$ cat src/rtl/phase_sweep_ctrl_if.sv
// Phase sweep controller bus: configuration offer, start/stop
// controls, sample stream (valid/ready) and status flags.
// master = sweep client (drives config, controls, out_ready)
// slave  = phase_sweep_ctrl (drives samples and status)
interface phase_sweep_ctrl_if #(
    parameter int W  = 10,
    parameter int DW = 8
);
    logic          cfg_valid;
    logic          cfg_ready;
    logic [DW-1:0] cfg_div;
    logic          cfg_mode;
    logic [W-1:0]  cfg_lo;
    logic [W-1:0]  cfg_hi;
    logic [7:0]    cfg_cycles;
    logic          start;
    logic          stop;
    logic [W-1:0]  out_phase;
    logic          out_valid;
    logic          out_ready;
    logic          busy;
    logic          done;
    logic          cfg_err;

    modport master (
        output cfg_valid, cfg_div, cfg_mode, cfg_lo, cfg_hi,
        output cfg_cycles, start, stop, out_ready,
        input  cfg_ready, out_phase, out_valid, busy, done,
        input  cfg_err
    );

    modport slave (
        input  cfg_valid, cfg_div, cfg_mode, cfg_lo, cfg_hi,
        input  cfg_cycles, start, stop, out_ready,
        output cfg_ready, out_phase, out_valid, busy, done,
        output cfg_err
    );
endinterface

$ cat src/rtl/phase_sweep_ctrl.sv
// Phase sweep generator: emits signed sawtooth/triangle phase
// samples between stored limits, one step every div+1 clocks.
// Ports: clk, rst (async, active-high), bus (slave modport).
module phase_sweep_ctrl #(
    parameter int W  = 10,
    parameter int DW = 8
) (
    input logic               clk,
    input logic               rst,
    phase_sweep_ctrl_if.slave bus
);
    typedef enum logic [1:0] {IDLE, RUN, DRAIN} state_t;

    state_t        state_q, state_d;
    logic [W-1:0]  phase_q, phase_d;
    logic          valid_q, valid_d;
    logic          busy_q, busy_d;
    logic          done_q, done_d;
    logic          dn_q, dn_d;
    logic [DW-1:0] pre_q, pre_d;
    logic [7:0]    cnt_q, cnt_d;
    logic [DW-1:0] div_q, div_d;
    logic          mode_q, mode_d;
    logic [W-1:0]  lo_q, lo_d;
    logic [W-1:0]  hi_q, hi_d;
    logic [7:0]    cyc_q, cyc_d;
    logic          err_q, err_d;

    logic          slot_free;
    logic [W-1:0]  nxt_ph;
    logic          nxt_dn;
    logic          wrap;

    always_ff @(posedge clk or posedge rst) begin
        if (rst) begin
            state_q <= IDLE;
            phase_q <= '0;
            valid_q <= 1'b0;
            busy_q  <= 1'b0;
            done_q  <= 1'b0;
            dn_q    <= 1'b0;
            pre_q   <= '0;
            cnt_q   <= '0;
            div_q   <= DW'(9);
            mode_q  <= 1'b1;
            lo_q    <= {1'b1, {(W-1){1'b0}}};
            hi_q    <= {1'b0, {(W-1){1'b1}}};
            cyc_q   <= '0;
            err_q   <= 1'b0;
        end else begin
            state_q <= state_d;
            phase_q <= phase_d;
            valid_q <= valid_d;
            busy_q  <= busy_d;
            done_q  <= done_d;
            dn_q    <= dn_d;
            pre_q   <= pre_d;
            cnt_q   <= cnt_d;
            div_q   <= div_d;
            mode_q  <= mode_d;
            lo_q    <= lo_d;
            hi_q    <= hi_d;
            cyc_q   <= cyc_d;
            err_q   <= err_d;
        end
    end

    always_comb begin
        state_d = state_q;
        phase_d = phase_q;
        valid_d = valid_q;
        busy_d  = busy_q;
        done_d  = 1'b0;
        dn_d    = dn_q;
        pre_d   = pre_q;
        cnt_d   = cnt_q;
        div_d   = div_q;
        mode_d  = mode_q;
        lo_d    = lo_q;
        hi_d    = hi_q;
        cyc_d   = cyc_q;
        err_d   = err_q;

        slot_free = !valid_q || bus.out_ready;

        // Next sample; only equality tests are needed because the
        // phase never leaves [lo,hi], so +1/-1 cannot wrap.
        nxt_ph = phase_q + W'(1);
        nxt_dn = dn_q;
        wrap   = 1'b0;
        if (!mode_q) begin
            if (phase_q == hi_q) begin
                nxt_ph = lo_q;
                wrap   = 1'b1;
            end
        end else if (!dn_q) begin
            if (phase_q == hi_q) begin
                nxt_ph = hi_q - W'(1);
                // hi-1 == lo: the fall reaches lo in one step,
                // so the period ends here and we keep rising.
                if (nxt_ph == lo_q) wrap   = 1'b1;
                else                nxt_dn = 1'b1;
            end
        end else begin
            nxt_ph = phase_q - W'(1);
            if (nxt_ph == lo_q) begin
                nxt_dn = 1'b0;
                wrap   = 1'b1;
            end
        end

        // Accepted sample frees the slot unless a step refills it.
        if (valid_q && bus.out_ready) valid_d = 1'b0;

        unique case (state_q)
            IDLE: begin
                if (bus.cfg_valid) begin
                    div_d  = bus.cfg_div;
                    mode_d = bus.cfg_mode;
                    lo_d   = bus.cfg_lo;
                    hi_d   = bus.cfg_hi;
                    cyc_d  = bus.cfg_cycles;
                    err_d  = $signed(bus.cfg_lo) >=
                             $signed(bus.cfg_hi);
                end
                if (bus.start && !bus.stop && !err_q) begin
                    phase_d = lo_q;
                    dn_d    = 1'b0;
                    pre_d   = '0;
                    cnt_d   = '0;
                    valid_d = 1'b1;
                    busy_d  = 1'b1;
                    state_d = RUN;
                end
            end
            RUN: begin
                if (bus.stop) begin
                    state_d = DRAIN;
                end else if (pre_q != div_q) begin
                    pre_d = pre_q + DW'(1);
                end else if (slot_free) begin
                    pre_d   = '0;
                    phase_d = nxt_ph;
                    dn_d    = nxt_dn;
                    valid_d = 1'b1;
                    if (wrap) begin
                        if (cyc_q != 8'd0 &&
                            cnt_q + 8'd1 == cyc_q)
                            state_d = DRAIN;
                        else if (cnt_q != 8'hFF)
                            cnt_d = cnt_q + 8'd1;
                    end
                end
            end
            DRAIN: begin
                if (!valid_q) begin
                    done_d  = 1'b1;
                    busy_d  = 1'b0;
                    state_d = IDLE;
                end
            end
            default: state_d = IDLE;
        endcase
    end

    always_comb begin
        bus.cfg_ready = (state_q == IDLE);
        bus.out_phase = phase_q;
        bus.out_valid = valid_q;
        bus.busy      = busy_q;
        bus.done      = done_q;
        bus.cfg_err   = err_q;
    end
endmodule

$ cat src/flat_wrapper.sv
// flat-port wrapper written by rule: the top's interface ports become plain ports
module phase_sweep_ctrl_flat 
#(
    parameter int W  = 10,
    parameter int DW = 8
)
  (clk, rst, bus_cfg_valid, bus_cfg_div, bus_cfg_mode, bus_cfg_lo, bus_cfg_hi, bus_cfg_cycles, bus_start, bus_stop, bus_out_ready, bus_cfg_ready, bus_out_phase, bus_out_valid, bus_busy, bus_done, bus_cfg_err);
  phase_sweep_ctrl_if #(.W(W), .DW(DW)) bus_i ();
  input logic clk;
  input logic rst;
  input wire logic [$bits(bus_i.cfg_valid)-1:0] bus_cfg_valid;
  input wire logic [$bits(bus_i.cfg_div)-1:0] bus_cfg_div;
  input wire logic [$bits(bus_i.cfg_mode)-1:0] bus_cfg_mode;
  input wire logic [$bits(bus_i.cfg_lo)-1:0] bus_cfg_lo;
  input wire logic [$bits(bus_i.cfg_hi)-1:0] bus_cfg_hi;
  input wire logic [$bits(bus_i.cfg_cycles)-1:0] bus_cfg_cycles;
  input wire logic [$bits(bus_i.start)-1:0] bus_start;
  input wire logic [$bits(bus_i.stop)-1:0] bus_stop;
  input wire logic [$bits(bus_i.out_ready)-1:0] bus_out_ready;
  output wire logic [$bits(bus_i.cfg_ready)-1:0] bus_cfg_ready;
  output wire logic [$bits(bus_i.out_phase)-1:0] bus_out_phase;
  output wire logic [$bits(bus_i.out_valid)-1:0] bus_out_valid;
  output wire logic [$bits(bus_i.busy)-1:0] bus_busy;
  output wire logic [$bits(bus_i.done)-1:0] bus_done;
  output wire logic [$bits(bus_i.cfg_err)-1:0] bus_cfg_err;
  assign bus_i.cfg_valid = bus_cfg_valid;
  assign bus_i.cfg_div = bus_cfg_div;
  assign bus_i.cfg_mode = bus_cfg_mode;
  assign bus_i.cfg_lo = bus_cfg_lo;
  assign bus_i.cfg_hi = bus_cfg_hi;
  assign bus_i.cfg_cycles = bus_cfg_cycles;
  assign bus_i.start = bus_start;
  assign bus_i.stop = bus_stop;
  assign bus_i.out_ready = bus_out_ready;
  assign bus_cfg_ready = bus_i.cfg_ready;
  assign bus_out_phase = bus_i.out_phase;
  assign bus_out_valid = bus_i.out_valid;
  assign bus_busy = bus_i.busy;
  assign bus_done = bus_i.done;
  assign bus_cfg_err = bus_i.cfg_err;
  phase_sweep_ctrl #(.W(W), .DW(DW)) u_core (.clk(clk), .rst(rst), .bus(bus_i));
endmodule
$ cat config.mk
export PLATFORM = sky130hd
export DESIGN_NAME = phase_sweep_ctrl_flat
export DESIGN_NICKNAME = d
export VERILOG_FILES = /design/src/rtl/phase_sweep_ctrl_if.sv /design/src/rtl/phase_sweep_ctrl.sv /design/src/flat_wrapper.sv
export SDC_FILE = /design/constraint.sdc
export NUM_CORES = 1
export LEC_CHECK = 0
export ABC_AREA = 1
export BUFFER_PORTS_ARGS = -buffer_cell sky130_fd_sc_hd__clkbuf_2
export CAP_MARGIN = 40
export CELL_PAD_IN_SITES_DETAIL_PLACEMENT = 1
export CELL_PAD_IN_SITES_GLOBAL_PLACEMENT = 1
export CORE_MARGIN = 2
export CORE_UTILIZATION = 42
export CTS_CLUSTER_DIAMETER = 30
export DETAILED_ROUTE_END_ITERATION = 10
export HOLD_SLACK_MARGIN = 0.08
export PLACE_DENSITY = 0.8
export SLEW_MARGIN = 20
export SYNTH_ARGS = -nofsm -noshare
export SYNTH_HDL_FRONTEND = slang
export SYNTH_SLANG_ARGS = --single-unit
export TNS_END_PERCENT = 1
$ cat constraint.sdc
create_clock -name clk -period 6.4 [get_ports clk]
set_clock_uncertainty 0.2 [all_clocks]
set_input_delay 1.28 -clock clk [delete_from_list [all_inputs] [get_ports clk]]
set_output_delay 1.28 -clock clk [all_outputs]
set_load 0.01 [all_outputs]
==> results of run 1 <==
stage by stage:
step | util | total power [mW] | cell area [sq um] | worst slack (ns)
after floorplan | - | 1.46 | 5130 | 3.17
after global placement | 0.460 | 1.69 | 5500 | 3.38
after detailed placement | 0.462 | 1.75 | 5530 | 3.26
after CTS | 0.485 | 2.25 | 5810 | 3.59
after global routing | 0.487 | 2.44 | 5820 | 3.35
final | 0.487 | 2.25 | 5820 | 3.57
metal layers:
metal | wire length, microns | GRT usage | part of all wire
met1 | 7100 | 0.353 | 0.44
met2 | 7900 | 0.442 | 0.49
met3 | 847 | 0.0439 | 0.053
met4 | 212 | 0.0667 | 0.013
met5 | 0 | 0 | 0
power breakdown:
| group | switching [mW] | total (mW) | internal (mW) |
|---|---|---|---|
| Clock | 0.211 | 0.476 | 0.265 |
| Sequential | 0.215 | 0.797 | 0.582 |
| Combinational | 0.611 | 0.980 | 0.369 |
critical path: stages:
cell      delay (ns)
clkbuf_2        0.11
nor3b_1         0.29
nand2_1         0.16
o21ai_2         0.17
nand3_4         0.21
inv_4           0.27
o21ai_0         0.15
nor2_1          0.12
a22oi_1         0.06
cells by family after synthesis:
| logic type | after synthesis | synth area share |
|---|---|---|
| flip-flops | 70 | 0.345 |
| AO/OA/AOI/OAI | 105 | 0.117 |
| XOR/XNOR | 26 | 0.0498 |
| adder cells (fa/ha/maj) | 15 | 0.0366 |
| buffers and inverters | 96 | 0.0798 |
| multiplexers | 16 | 0.0351 |
| AND/OR/NAND/NOR | 383 | 0.337 |
placed cells by master, fill, tap and decap left out, drive strengths merged, types with 2 or more instances in the layout:
cell type and instances:
xor2 21, clkinvlp 3, nor3 5, o21ai 44, inv 78, a22oi 6
dfrtp 57, nand4 12, o31ai 3, nand2 193, mux2 16, nor4 5
dfstp 13, o21a 4, nand3 67, nor2 91, or2 2, ha 15
clkbuf 67, a31oi 6, nand3b 5, a21oi 34, clkinv 3, xnor3 2
o211ai 4, nor3b 2, xnor2 3, buf 4
area by class of cell:
| type | count | area share |
|---|---|---|
| Clock buffer | 10 | 0.0393 |
| Tap cell | 147 | 0.0316 |
| Clock inverter | 6 | 0.00817 |
| Inverter | 78 | 0.0507 |
| Sequential cell | 70 | 0.304 |
| Timing Repair Buffer | 61 | 0.0589 |
| Multi-Input combinational cell | 545 | 0.508 |
registers in the layout, indices dropped and copies added (netlist names):
name and flops:
u_core.state_q 2, u_core.bus.done 1, u_core.hi_q 10, u_core.pre_q 8, u_core.cnt_q 8, u_core.mode_q 1
u_core.cyc_q 8, u_core.dn_q 1, u_core.lo_q 10, u_core.bus.cfg_err 1, u_core.bus.out_phase 10, u_core.bus.out_valid 1
u_core.div_q 8, u_core.bus.busy 1
worst paths after layout:
check	endpoint	depth (start not counted)	start
min in group asynchronous	u_core.div_q[7]$_DFFE_PP0P_	3	rst
worst min-delay path	u_core.hi_q[8]$_DFFE_PP1P_	2	u_core.hi_q[8]$_DFFE_PP1P_
worst max-delay path	u_core.bus.out_phase[6]$_DFFE_PP0P_	9	bus_stop
worst min register to register	u_core.hi_q[8]$_DFFE_PP1P_	2	u_core.hi_q[8]$_DFFE_PP1P_
worst max register to register	u_core.cnt_q[2]$_DFFE_PP0P_	17	u_core.bus.out_phase[0]$_DFFE_PP0P_
max in group asynchronous	u_core.hi_q[5]$_DFFE_PP1P_	4	rst
==> results.cfg, run 1 <==
[route]
drt-initial-drc-count = 173
ant_nets = 0
drc = 0
wl_per_cell_microns = 17.5
wl_mm = 16.1
vias = 5105
vias_per_cell = 5.57
dr.pass1.iters = 4

[floorplanning]
die-area_sq_um = 13100
start_util = 0.429
core_area_sq_um = 12000
die_width_microns = 115
ioPinCount = 58
die_h_microns = 115
rows = 40

[global_route]
grt_max_degree = 56
grt_pass1_vias = 5341
grt-ovfl-total = 0
grt_pass1_wl_mm = 27.0
gr-usage-all-layers = 0.263
antenna_found_initial = 0

[layout]
multi_input_area_sq_um = 2960
n_fill_cell = 1559
drive_gt1_frac = 0.190
area_growth_pct = 13.5
regArea_sq_um = 1770
nNetsFinal = 823
n_antenna_cell = 0
layout.cells.non_filler = 917

[synth]
syn_area_sq_um = 5130
synth_flop_cell = dfrtp_1
synth-seq-area-share = 0.345
synth_area_leaders = dfrtp_1 (28%), nand2_1 (14%), dfstp_2 (6.7%)
synthDominantCellAreaShare = 0.278
synth-seq-cells = 70
yosysWarnings = 0
avgSynthCellArea_sq_um = 7.22
synthTopCellsByCount = nand2_1 (185), nor2_1 (79), inv_1 (70)
synth_most_common_cell = nand2_1
synth.largest_area_cell = dfrtp_1
synth.distinct_cells = 46
syn_inst = 711
synth-edff-count = 0
syn-num-nets = 769
synthArstFlopShare = 1.00

[setup_path]
arrival_ns = 2.85
cp_max_fo = 23
reg2reg_slack_ns = 3.63
required_ns = 6.41
criticalPathCategory = input pin to flop
startpoint_type = input pin
cp-end-kind = flop

[sta]
setup_violations = 0
tightestPinTransition_ns = 0.692
holdWs_ns = 0.330
hold_violations = 0
finalSetupTns_ns = 0
period_share = 0.443
fin_crit_ns = 2.83
grt_setup_unrepaired = no
timing.slew.headroom = 0.537
final_max_slew_viol_count = 0
fmax_ghz = 0.353

[power_and_ir_drop]
cellPowerDensity_nw_per_um2 = 387
p_leak_nw = 2.82
vdd_drop_max_v = 0.000148

[placed_design]
io_buffers = 57
dpl.hpwl_mm = 11.9
dpl.cell_count = 900
gp_congestion = 0.880

[clock_network]
h-tree-depth = 3
cts_buffers = 9
clk_path_buf_depth = 2
clock_latency_ns = 0.35
cts_setup_buffers = 0
cts-root-buf = clkbuf_16
path_clk_slew_ns = 0.06
cts_tree = done
cts.repair.resized = 0
cts_num_sinks = 70
holdBufCountCts = 0

[worst_hold_path]
hp-class = flop to flop

[run_status]
status = finished clean

[flow_run]
maxCapViolCount = 0
(Power assumes the default switching activity.)
==> inputs of run 2 (changes only) <==
--- a/config.mk
+++ b/config.mk
@@ -5,17 +5,17 @@
 export SDC_FILE = /design/constraint.sdc
 export NUM_CORES = 1
 export LEC_CHECK = 0
-export ABC_AREA = 1
+export ABC_AREA = 0
 export BUFFER_PORTS_ARGS = -buffer_cell sky130_fd_sc_hd__clkbuf_2
 export CAP_MARGIN = 40
 export CELL_PAD_IN_SITES_DETAIL_PLACEMENT = 1
 export CELL_PAD_IN_SITES_GLOBAL_PLACEMENT = 1
 export CORE_MARGIN = 2
-export CORE_UTILIZATION = 42
+export CORE_UTILIZATION = 41
 export CTS_CLUSTER_DIAMETER = 30
 export DETAILED_ROUTE_END_ITERATION = 10
 export HOLD_SLACK_MARGIN = 0.08
-export PLACE_DENSITY = 0.8
+export PLACE_DENSITY = 0.78
 export SLEW_MARGIN = 20
 export SYNTH_ARGS = -nofsm -noshare
 export SYNTH_HDL_FRONTEND = slang
==> constraint.sdc (replaced) <==
create_clock -name clk -period 2.6 [get_ports clk]
set_clock_uncertainty 0.2 [all_clocks]
set_input_delay 0.52 -clock clk [delete_from_list [all_inputs] [get_ports clk]]
set_output_delay 0.52 -clock clk [all_outputs]
set_load 0.01 [all_outputs]
==> results.cfg, run 2 <==
[synth]
synth-seq-cells = 70
yosysWarnings = 0
synthArstFlopShare = 1.00
synth-seq-area-share = 0.345
syn-num-nets = 614
synth_most_common_cell = dfrtp_1
synth-edff-count = 0
synth.largest_area_cell = dfrtp_1
syn_inst = 556
avgSynthCellArea_sq_um = 9.21
synth.distinct_cells = 65
synth_flop_cell = dfrtp_1
synth_area_leaders = dfrtp_1 (28%), mux2_2 (8.8%), dfstp_2 (6.7%)
synthTopCellsByCount = dfrtp_1 (57), mux2_2 (40), nor2_1 (40)
syn_area_sq_um = 5120
synthDominantCellAreaShare = 0.279

[global_route]
gr-usage-all-layers = 0.261
grt-ovfl-total = 0
grt_pass1_vias = 5122
antenna_found_initial = 0
grt_max_degree = 71
grt_pass1_wl_mm = 27.0

[clock_network]
clock_latency_ns = 0.34
cts_buffers = 9
path_clk_slew_ns = 0.06
cts_num_sinks = 70
cts-root-buf = clkbuf_16
h-tree-depth = 3
cts_tree = done
clk_path_buf_depth = 2

[floorplanning]
ioPinCount = 58
core_area_sq_um = 12100
die_width_microns = 116
die-area_sq_um = 13400
rows = 40
start_util = 0.423
die_h_microns = 116

[sta]
tightestPinTransition_ns = 0.544
grt_setup_unrepaired = yes
setup_violations = 15
fmax_ghz = 0.321
final_max_slew_viol_count = 0
fin_crit_ns = 3.11
hold_violations = 0
fin_ws_ns = -0.513
timing.slew.headroom = 0.635
finalSetupTns_ns = -4.35
period_share = 1.20

[power_and_ir_drop]
p_clk_frac = 0.163
p_sw_mw = 3.17
vdd_drop_max_v = 0.000502
seqPwrFrac = 0.268
combinationalPowerShare = 0.569
p_sw_frac = 0.418
internal-power_mw = 4.41
p_leak_nw = 2.88
cellPowerDensity_nw_per_um2 = 1160

[layout]
final_cell_mix = buf_4 (84), clkbuf_2 (57), dfrtp_1 (57)
n_antenna_cell = 0
layout_commonest_cell = buf_4
nNetsFinal = 729
drive_gt1_frac = 0.358
area_growth_pct = 27.1
layout.cells.non_filler = 844
stdcell_area_sq_um = 6510
n_fill_cell = 1446

[route]
ant_nets = 0
vias_per_cell = 5.62
vias = 4745
drc = 0
drt-initial-drc-count = 234
dr.pass1.iters = 4
wl_per_cell_microns = 19.6
wl_mm = 16.6

[placed_design]
gp_congestion = 0.907
io_buffers = 57
dpl.hpwl_mm = 11.9
dp_slack_ns = -0.547
dpl.cell_count = 824
postPlaceCellArea_sq_um = 6090

[setup_path]
arrival_ns = 3.14
required_ns = 2.62
cp-end-kind = flop
startpoint_type = flop
slowest_delay_ns = 0.55
cp_max_fo = 6
cp_slowest_cell = or4_4
criticalPathCategory = flop to flop
cp_cell_sequence = or4_4, nor4_4, mux2_4, a2111oi_4, nand4_1, a211oi_2, nor2_4, a221o_1

[run_status]
status = complete, but fails checks
violations = setup timing

[flow_run]
maxCapViolCount = 0

[worst_hold_path]
hp-class = input pin to flop
## run 2: kinds of logic after synthesis
group	synth area share
adders and majority gates	0.0366
xor gates and xnor gates	0.133
AOI/OAI and AO/OA	0.149
and+or+nand+nor	0.183
DFF	0.345
muxes	0.0997
buffers and inverters	0.0535
## run 2: path summary, 6_finish.rpt
kind / from / to / slack [ns] / cells past startpoint
hold / removal: bus_cfg_hi[0] / u_core.hi_q[0]$_DFFE_PP1P_ / 0.21 / 3
hold reg to reg: u_core.bus.out_valid$_DFF_PP0_ / u_core.bus.done$_DFF_PP0_ / 0.31 / 1
setup reg to reg: u_core.hi_q[2]$_DFFE_PP1P_ / u_core.cnt_q[4]$_DFFE_PP0P_ / -0.51 / 8
setup / recovery: u_core.hi_q[2]$_DFFE_PP1P_ / u_core.cnt_q[4]$_DFFE_PP0P_ / -0.51 / 8
max in group asynchronous: rst / u_core.div_q[3]$_DFFE_PP1P_ / 1.21 / 4
min in group asynchronous: rst / u_core.lo_q[3]$_DFFE_PP0P_ / 0.65 / 4
## run 2: metal layers
layer / vias up / part of all wire / track usage
li1: 2207 / - / -
met1: 2388 / 0.44 / 0.345
met2: 122 / 0.50 / 0.441
met3: 28 / 0.044 / 0.0319
met4: 0 / 0.020 / 0.0992
met5: - / 0 / 0
## run 2: worst max-delay path: cells and delay by family (launching register included)
kind             cells  cell delay [ns]
AND/OR/NAND/NOR      4             1.15
multiplexers         1             0.35
flip-flops           1             0.37
AO/OA/AOI/OAI        3             0.94
## run 2: power by group through the flow
stage          combinational [mW]  sequential [mW]  clock [mW]
6_report                     4.31             2.03        1.24
5_1_grt                      4.65             2.08        1.30
4_1_cts                      4.23             2.03        1.26
3_5_place_dp                 4.12             2.03           0
3_3_place_gp                 3.93             2.00           0
2_1_floorplan                2.63             1.94           0
## run 2: layout make-up
type | instances | area (sq um) | share of cell area
Clock buffer | 11 | 233 | 0.0358
Clock inverter | 5 | 58.8 | 0.00903
Inverter | 25 | 93.8 | 0.0144
Multi-Input combinational cell | 420 | 3180 | 0.488
Sequential cell | 70 | 1770 | 0.272
Tap cell | 168 | 210 | 0.0323
Timing Repair Buffer | 145 | 968 | 0.149
## run 2: what timing repair did
action | CTS | global route
pin swaps | 5 | 13
endpoints found under the setup margin | 17 | 20
endpoints found under the hold margin | 57 | 0
gates resized for setup | 8 | 13
setup buffers | 2 | 1
hold buffers | 1 | 0
## run 2: per-stage QoR
stage          hold WS, ns  power, mW  utilization
6_report             0.208       7.58        0.537
5_1_grt              0.208       8.04        0.537
4_1_cts              0.201       7.52        0.532
3_5_place_dp         0.306       6.15        0.503
3_3_place_gp         0.310       5.93        0.503
2_1_floorplan        0.288       4.57            -
